`src/rtl/npu_host_seq.sv`:
```
// Host-side sequencer: streams a program FIFO to the NPU, waits for ready,
// reads back result words into a first-word-fall-through result FIFO.
//
// state    | meaning
// IDLE     | waiting for start with a non-empty program FIFO
// LEAD     | NPU setup cycle, we=1 with zero data
// LOAD     | one program word popped and driven per cycle
// GAP      | bus released for one cycle, timeout counter cleared
// WAIT_RDY | waiting for npu_ready, optional timeout
// READ     | oe high, result words captured after RD_LAT
// DONE     | one-cycle done pulse
// ERR      | timeout: err_tmo set, program FIFO flushed
module npu_host_seq #(
    parameter int DATA_W     = 32,
    parameter int PROG_DEPTH = 64,
    parameter int OUT_DEPTH  = 16,
    parameter int RD_LAT     = 1,
    parameter int TMO_W      = 16
) (
    input  logic                         clk,
    input  logic                         rst,
    input  logic                         prog_valid,
    input  logic [DATA_W-1:0]            prog_data,
    output logic                         prog_ready,
    input  logic                         start,
    input  logic [$clog2(OUT_DEPTH):0]   num_out,
    input  logic [TMO_W-1:0]             tmo_limit,
    output logic                         npu_we,
    output logic                         npu_oe,
    output logic [DATA_W-1:0]            npu_dout,
    output logic                         npu_dout_en,
    input  logic [DATA_W-1:0]            npu_din,
    input  logic                         npu_ready,
    output logic                         res_valid,
    output logic [DATA_W-1:0]            res_data,
    input  logic                         res_ready,
    output logic                         busy,
    output logic                         done,
    output logic                         err_tmo
);
    localparam int PW = $clog2(PROG_DEPTH);
    localparam int OW = $clog2(OUT_DEPTH);
    localparam int NW = OW + 1;
    localparam logic [PW:0] PROG_FULL = (PW+1)'(PROG_DEPTH);
    localparam logic [OW:0] RES_FULL  = (OW+1)'(OUT_DEPTH);

    typedef enum logic [2:0] {
        S_IDLE, S_LEAD, S_LOAD, S_GAP, S_WAIT_RDY, S_READ, S_DONE, S_ERR
    } state_t;

    state_t state, state_nx;

    logic [DATA_W-1:0] prog_mem [PROG_DEPTH];
    logic [PW-1:0]     prog_wp, prog_rp;
    logic [PW:0]       prog_cnt;
    logic              prog_push, prog_pop, prog_flush;

    logic [DATA_W-1:0] res_mem [OUT_DEPTH];
    logic [OW-1:0]     res_wp, res_rp;
    logic [OW:0]       res_cnt;
    logic              res_push, res_pop, res_full;

    logic [NW-1:0]     num_lat, cap_idx;
    logic [TMO_W-1:0]  tmo_lat, tmo_cnt;
    logic [2:0]        rd_cnt;

    assign prog_ready = (prog_cnt != PROG_FULL);
    assign prog_push  = prog_valid & prog_ready;
    assign res_valid  = (res_cnt != '0);
    assign res_full   = (res_cnt == RES_FULL);
    assign res_pop    = res_valid & res_ready;
    assign res_data   = res_mem[res_rp];
    assign busy       = (state != S_IDLE);

    always_ff @(posedge clk) begin
        if (prog_push) prog_mem[prog_wp] <= prog_data;
        if (res_push)  res_mem[res_wp]   <= npu_din;
    end

    always_ff @(posedge clk) begin
        if (rst || prog_flush) begin
            prog_wp  <= '0;
            prog_rp  <= '0;
            prog_cnt <= '0;
        end else begin
            if (prog_push) prog_wp <= prog_wp + PW'(1);
            if (prog_pop)  prog_rp <= prog_rp + PW'(1);
            prog_cnt <= prog_cnt + (PW+1)'(prog_push) - (PW+1)'(prog_pop);
        end
    end

    always_ff @(posedge clk) begin
        if (rst) begin
            res_wp  <= '0;
            res_rp  <= '0;
            res_cnt <= '0;
        end else begin
            if (res_push) res_wp <= res_wp + OW'(1);
            if (res_pop)  res_rp <= res_rp + OW'(1);
            res_cnt <= res_cnt + (OW+1)'(res_push) - (OW+1)'(res_pop);
        end
    end

    always_ff @(posedge clk) begin
        if (rst) begin
            state   <= S_IDLE;
            num_lat <= '0;
            tmo_lat <= '0;
            tmo_cnt <= '0;
            rd_cnt  <= '0;
            cap_idx <= '0;
            err_tmo <= 1'b0;
        end else begin
            state <= state_nx;
            if (state == S_IDLE && start) begin
                err_tmo <= 1'b0;
                num_lat <= num_out;
                tmo_lat <= tmo_limit;
            end
            if (state == S_WAIT_RDY && state_nx == S_ERR) err_tmo <= 1'b1;
            if (state == S_GAP)
                tmo_cnt <= '0;
            else if (state == S_WAIT_RDY && !npu_ready)
                tmo_cnt <= tmo_cnt + TMO_W'(1);
            // rd_cnt numbers oe cycles from 1 and saturates at RD_LAT
            if (state != S_READ && state_nx == S_READ)
                rd_cnt <= 3'd1;
            else if (state == S_READ && rd_cnt < 3'(RD_LAT))
                rd_cnt <= rd_cnt + 3'd1;
            if (state != S_READ)
                cap_idx <= '0;
            else if (res_push)
                cap_idx <= cap_idx + NW'(1);
        end
    end

    always_comb begin
        state_nx    = state;
        npu_we      = 1'b0;
        npu_oe      = 1'b0;
        npu_dout_en = 1'b0;
        npu_dout    = '0;
        prog_pop    = 1'b0;
        prog_flush  = 1'b0;
        res_push    = 1'b0;
        done        = 1'b0;
        case (state)
            S_IDLE: begin
                if (start && prog_cnt != '0) state_nx = S_LEAD;
            end
            S_LEAD: begin
                npu_we      = 1'b1;
                npu_dout_en = 1'b1;
                state_nx    = S_LOAD;
            end
            S_LOAD: begin
                npu_we      = 1'b1;
                npu_dout_en = 1'b1;
                npu_dout    = prog_mem[prog_rp];
                prog_pop    = 1'b1;
                // leave once this pop empties the FIFO and nothing refills it
                if (prog_cnt == (PW+1)'(1) && !prog_push) state_nx = S_GAP;
            end
            S_GAP: state_nx = S_WAIT_RDY;
            S_WAIT_RDY: begin
                if (npu_ready)
                    state_nx = (num_lat == '0) ? S_DONE : S_READ;
                else if (tmo_lat != '0 && tmo_cnt == tmo_lat - TMO_W'(1))
                    state_nx = S_ERR;
            end
            S_READ: begin
                npu_oe = 1'b1;
                if (rd_cnt >= 3'(RD_LAT) && !res_full) begin
                    res_push = 1'b1;
                    if (cap_idx == num_lat - NW'(1)) state_nx = S_DONE;
                end
            end
            S_DONE: begin
                done     = 1'b1;
                state_nx = S_IDLE;
            end
            S_ERR: begin
                prog_flush = 1'b1;
                state_nx   = S_IDLE;
            end
            default: state_nx = S_IDLE;
        endcase
    end
endmodule

```
`config.mk`:
```
export PLATFORM = sky130hd
export DESIGN_NAME = npu_host_seq
export DESIGN_NICKNAME = d
export VERILOG_FILES = /design/src/rtl/npu_host_seq.sv
export SDC_FILE = /design/constraint.sdc
export NUM_CORES = 2
export LEC_CHECK = 0
export BUFFER_PORTS_ARGS = -buffer_cell sky130_fd_sc_hd__clkbuf_2
export CAP_MARGIN = 20
export CORE_MARGIN = 2
export CORE_UTILIZATION = 62
export DETAILED_ROUTE_END_ITERATION = 8
export PLACE_DENSITY_LB_ADDON = 0.15
export SETUP_SLACK_MARGIN = 0.05
export SLEW_MARGIN = 10
export SYNTH_ARGS = -nofsm -noshare
export SYNTH_HDL_FRONTEND = slang
export SYNTH_SLANG_ARGS = --single-unit
```
`constraint.sdc`:
```
create_clock -name clk -period 4.6 [get_ports clk]
set_input_delay 0.46 -clock clk [delete_from_list [all_inputs] [get_ports clk]]
set_output_delay 0.46 -clock clk [all_outputs]
set_load 0.01 [all_outputs]
```
[Word-level counts from Yosys, hierarchy flattened]
Memory sizes are Yosys's and may differ from the RTL's. A register that Yosys moved wholly into a read port is not among the register bits.
Cells that the tools add are included.
W data, S select, Z words.
Storage, ports and cells
  flip-flop bits (word level): 81
  RAM bits: 2560
  input bits: 91
  memories kept: 2
Memories
  prog_mem: depth 64, bits a word 32, rd ports 1, clocked after memory_dff 1, wr ports 1, line 53  | logic [DATA_W-1:0] prog_mem [PROG_DEPTH];
  res_mem: depth 16, bits a word 32, rd ports 1, clocked after memory_dff 1, wr ports 1, line 58  | logic [DATA_W-1:0] res_mem [OUT_DEPTH];
Operators by class
  $add $sub $neg: 13
  $lt $le $gt $ge: 2
  eq/ne operators: 15
  multiplexer cells: 28
  bitwise logic cells: 2
  reductions and logical operators: 26
Operator list (number)
  $mux W32: 1
  $pmux W3 S7: 1
  $eq A3 B3 Y1 const B: 6
  $mux W3: 6
  $add A16 B1 Y16 const B: 1
  $eq A16 B16 Y1: 1
  $reduce_bool A16 Y1: 1
  $sub A16 B1 Y16 const B: 1
  $mux W1: 15
  $add A6 B1 Y6 const B: 2
  $mux W6: 2
  $reduce_or A2 Y1: 5
  $logic_and A1 B1 Y1: 9
  $add A4 B1 Y4 const B: 2
  $mux W4: 2
  $add A7 B1 Y7: 1
  $eq A7 B1 Y1 const B: 1
  $ne A7 B7 Y1 const B: 1
  $reduce_bool A7 Y1: 1
  $sub A7 B1 Y7: 1
  $eq A3 B2 Y1 const B: 2
  $add A5 B1 Y5: 1
  $add A5 B1 Y5 const B: 1
  $eq A5 B5 Y1: 1
  17 further kinds: 21

[Longest topological paths before layout]
  word-level depth: 9
  mapped depth: 17
  gate-level depth less buffers: 16

[Worst setup path before layout]
No wires, ideal clock.
  path type: register -> register
  from: register state[1]
  to: memory res_mem[0][0], enable pin
  setup time: 0.461 ns
  arrival time: 3.875 ns
  required time: 4.139 ns
  setup slack: 0.264 ns
  cell stages (with the launch flop): 8
  path buffers: 2
  clock period less this slack: 4.336 ns
  path through: dfxtp_1 clkbuf_1 nand2b_1 nor2_1 and2_1 clkbuf_1 nand2_1 nor3_1
Between the ends
  cells in the longest elaborated chain, start to end: 4
Ends and longest elaborated chain
  start: declaration: line 51  | state_t state, state_nx;
  start signal: assignment: line 114  | state <= state_nx;
  $eq A3 B3 Y1: line 147  | case (state)
  $mux W1: line 147
  $mux W1: line 77  | if (res_push) res_mem[res_wp] <= npu_din;
  $mux W1 (implied by the code): line 77
  end: declaration: line 58
Every way passes these cells.

==> results.txt <==
----------------------------------------------------
[Drt]
  Total via count after detailed routing ... between 40,000 and 50,000
  Routed wire length per instance ... around 33 µm
  Drt first-iter violations ... around 6,500
  First-pass DRT Iterations ... 5
  Total length of routed wires ... approximately 240,000 µm
  DRC Markers ... 0
  Number of nets with antenna violations after detailed routing ... 0
  DR vias/cell ... about 6.7

[Timing]
  Worst Hold Margin ... between 80 and 90 ps
  Unrepaired setup endpoints after global routing ... no
  Share of the clock period used by the worst path after layout ... between 90 and 100%
  Maximum clock skew at final layout ... 50.3 ps
  Slew @ Worst Pin ... ~1100 ps
  Setup TNS ... 0 ps
  Timing-limited maximum frequency ... approximately 230 MHz
  Max-slew headroom ... just under 30%
  Fin. max-slew vios ... 0
  Setup-failing EPs final ... 0
  Minimum clock period ... ~4400 ps
  Total count of hold-check failures in the final report ... 0

[Power]
  Power per standard cell area ... slightly below 500 nW/µm²
  Sequential cell fraction of total power ... between 40% and 50%
  Switching power share of the total ... 23.4%
  Clock power share ... 37.4%
  Internal Dissipation ... roughly 43,000 µW
  Maximum VDD drop ... approximately 0.46 mV
  Switching power summed over all nets ... 13,100 µW
  Part of the power in combinational logic ... about 14%
  Leakage power of the design ... ~0.036 µW

[Run]
  Number of maximum-capacitance constraint violations ... 0

[Logic synthesis]
  Yosys reg bits ... approximately 2,700
  Syn Area/Cell ... roughly 23 µm²
  Most instantiated flip-flop cell in the synthesis netlist ... sky130_fd_sc_hd__edfxtp_1
  Share of synthesized area occupied by flip-flops and latches ... a little under 80%
  Top cell type's share of synthesized area ... approximately three quarters
  Gate Count Post-Synth ... 4,410
  Cell type with the largest total area after synthesis ... sky130_fd_sc_hd__edfxtp_1
  Number of enable-type register cells in the synthesized netlist ... 2,560
  Warnings from Yosys ... 0
  Net Count, Synth ... about 4,500
  Cell types occupying the most area after synthesis ... sky130_fd_sc_hd__edfxtp_1 76%, sky130_fd_sc_hd__mux4_2 17%, sky130_fd_sc_hd__dfxtp_1 1.8%
  Distinct cell type count after synthesis ... between 60 and 70
  Post-synth design cell area ... 102,000 µm²
  Share of flip-flops with an asynchronous set or reset ... 0%

[Critical path]
  Kind of critical path ... reg -> out
  Slowest cell on the critical path ... sky130_fd_sc_hd__nand3_1
  Kind of launch point of the worst setup path ... register
  Startpoint of the most critical register-to-register path ... prog_cnt[4]$_SDFF_PP0_
  Worst Path Arrival ... 3950 ps
  Largest driver fanout on the critical path ... 39
  Sequence of cells on the critical path ... inv_2 -> buf_4 -> nand3_1 -> o22ai_1 -> a221o_1 -> clkbuf_2
  Critical path capture point type ... primary output
  Critical path data required time ... roughly 4100 ps
  Critical Path Max Stage Delay ... around 750 ps

[Final layout]
  Fill cells ... approximately 9,400
  Layout cell share with drive strength beyond 1 ... a little under a third
  Net total in the final layout ... 5,004
  Final standard cell area without fillers ... roughly 120,000 µm²
  Layout Area Growth over Synthesis ... 14.0%

[GRT]
  Vias in the first global route ... around 49,000
  Global-route wire length before repair ... roughly 350,000 µm
  Overall routing resource usage ... just under 30%
  Antenna violations before repair ... 13
  Largest net degree at the start of global routing ... 93
  GRT overflow ... 0

[Worst hold path]
  Start point of the worst hold path ... rst
  HP Class ... in -> reg

[Die]
  Area of the die ... 167,000 µm²
  Std-Cell Rows ... about 150
  Die extent in y ... roughly 400 µm
  I/O pin total ... roughly 160
  Core box area ... roughly 160,000 µm²
  Die X-Extent ... 409 µm
  Initial core utilization ... between 60% and 70%

[CTS]
  Master cell of the clock root buffer ... sky130_fd_sc_hd__clkbuf_16
  Sink Count ... roughly 2,700
  Clk_lat worst skew ... between 900 and 1000 ps
  Clock-pin slew on the worst setup and hold paths ... 60 ps
  Max clock buf depth ... 4
  Total CTS buffers ... 280
  Clock tree from TritonCTS ... done
  H-tree levels ... 5

[Place]
  Final HPWL DP ... between 100,000 and 150,000 µm
  Count of buffers from port buffering ... 162
  Final GP Congestion ... 0.816
  Area after DPL ... about 110,000 µm²

[Outcome]
  Status ... finished, final reports clean

----------------------------------------------------
[state kept, by name, summed over array words and instances, names as in the netlist, named ones only]
register and count:
prog_mem 2048, res_mem 512, tmo_lat 16, res_wp 4, prog_wp 6, res_rp 4
prog_cnt 7, state 3, tmo_cnt 16, res_cnt 5, cap_idx 5, prog_rp 6
num_lat 5, err_tmo 1, rd_cnt 3
[area by class of cell]
class,count,area (µm²),share of cell area [%]
multi-input cells,1469,22300,19.3
well taps,2175,2720,2.35
repair buffers,418,3660,3.15
clock inverters,113,818,0.706
diodes,4,10.0,0.00863
flip-flops and latches,2651,78700,67.9
clock buffers,354,7490,6.45
inverters,61,235,0.203
[worst paths after layout]
check / endpoint / slack [ps] / cells after the start
hold reg to reg: tmo_lat[15]$_SDFFE_PP0P_ / 500 / 2
setup / recovery: npu_dout[2] / 190 / 6
hold / removal: res_cnt[3]$_SDFF_PP0_ / 80 / 3
setup reg to reg: prog_mem[20][4]$_DFFE_PP_ / 920 / 9
[cells in the mapped netlist (9+ instances only)]
cell type / n
sky130_fd_sc_hd__edfxtp_1: 2560
sky130_fd_sc_hd__mux4_2: 778
sky130_fd_sc_hd__nor2_1: 165
sky130_fd_sc_hd__clkbuf_1: 110
sky130_fd_sc_hd__dfxtp_1: 91
sky130_fd_sc_hd__nand2_1: 91
sky130_fd_sc_hd__inv_1: 60
sky130_fd_sc_hd__a21oi_1: 57
sky130_fd_sc_hd__buf_2: 43
sky130_fd_sc_hd__a22oi_1: 40
sky130_fd_sc_hd__buf_1: 39
sky130_fd_sc_hd__xor2_1: 38
sky130_fd_sc_hd__ha_1: 30
sky130_fd_sc_hd__buf_4: 27
sky130_fd_sc_hd__xnor2_1: 27
sky130_fd_sc_hd__o21ai_0: 21
sky130_fd_sc_hd__mux2i_1: 19
sky130_fd_sc_hd__nand3_1: 19
sky130_fd_sc_hd__nand4_1: 19
sky130_fd_sc_hd__nor3_1: 16
sky130_fd_sc_hd__a221o_1: 15
sky130_fd_sc_hd__o22ai_1: 15
sky130_fd_sc_hd__o21ai_1: 10
sky130_fd_sc_hd__or3_1: 10
sky130_fd_sc_hd__buf_6: 9
sky130_fd_sc_hd__nor2b_1: 9
[what timing repair did]
item	4_1_cts	5_1_grt
endpoints found under the setup margin	8	4
hold buffers	56	2
setup buffers	5	4
endpoints found under the hold margin	542	25
gates resized for setup	2	0
[power groups by stage]
stage / clock [µW] / combinational [µW] / sequential, µW
finish: 20900 / 7960 / 27000
global route: 22000 / 8490 / 27000
CTS: 21200 / 8020 / 27000
detailed placement: 0 / 7830 / 27500
global placement: 0 / 7740 / 27500
floorplan: 0 / 5650 / 27300
[critical path, delay by kind of cell, from the launching register on]
| kind | cells | cell delay, ps |
|---|---|---|
| AO/OA/AOI/OAI | 2 | 830 |
| buffers and inverters | 3 | 940 |
| AND/OR/NAND/NOR | 1 | 750 |
| flip-flops | 1 | 510 |
[cell usage in the layout (no fill, tap or decap), types with 57 or more instances in the layout]
| cell | n |
|---|---|
| sky130_fd_sc_hd__edfxtp_1 | 2560 |
| sky130_fd_sc_hd__mux4_2 | 778 |
| sky130_fd_sc_hd__clkbuf_16 | 289 |
| sky130_fd_sc_hd__clkbuf_2 | 160 |
| sky130_fd_sc_hd__buf_4 | 135 |
| sky130_fd_sc_hd__nand2_1 | 91 |
| sky130_fd_sc_hd__nor2_1 | 90 |
| sky130_fd_sc_hd__dfxtp_1 | 82 |
| sky130_fd_sc_hd__nor2_4 | 75 |
| sky130_fd_sc_hd__clkbuf_1 | 64 |
| sky130_fd_sc_hd__buf_12 | 62 |
| sky130_fd_sc_hd__dlygate4sd3_1 | 58 |
| sky130_fd_sc_hd__inv_1 | 57 |
| sky130_fd_sc_hd__a21oi_1 | 57 |
[logic make-up (layout without fill, tap and decap cells)]
family	after synthesis	in the layout	share of synthesized area (%)
flip-flops	2651	2651	77.3
multiplexers	801	801	17.5
AND/OR/NAND/NOR	380	380	1.72
buffers and inverters	290	946	1.29
AO/OA/AOI/OAI	190	190	1.22
XOR/XNOR	66	66	0.582
adder cells (fa/ha/maj)	32	32	0.408
other	0	4	0
[per-stage QoR]
stage | utilization (%) | std cells | worst slack (ps) | power [µW]
after floorplan | - | 4410 | 264 | 32900
after global placement | 65.6 | 6705 | 982 | 35200
after detailed placement | 65.6 | 6705 | 978 | 35300
after CTS | 71.1 | 7233 | 170 | 56100
after global routing | 71.2 | 7242 | 52.5 | 57500
final | 71.2 | 7245 | 193 | 55800
[per-layer routing]
metal  GRT usage [%]  part of all wire [%]  up-vias
li1                -                     -    19600
met1            42.3                    39    25800
met2            46.3                    49     2697
met3            6.85                   9.8      411
met4            7.28                   2.2       16
met5               0                 0.043        -
Power figures use the tool's default switching activity.
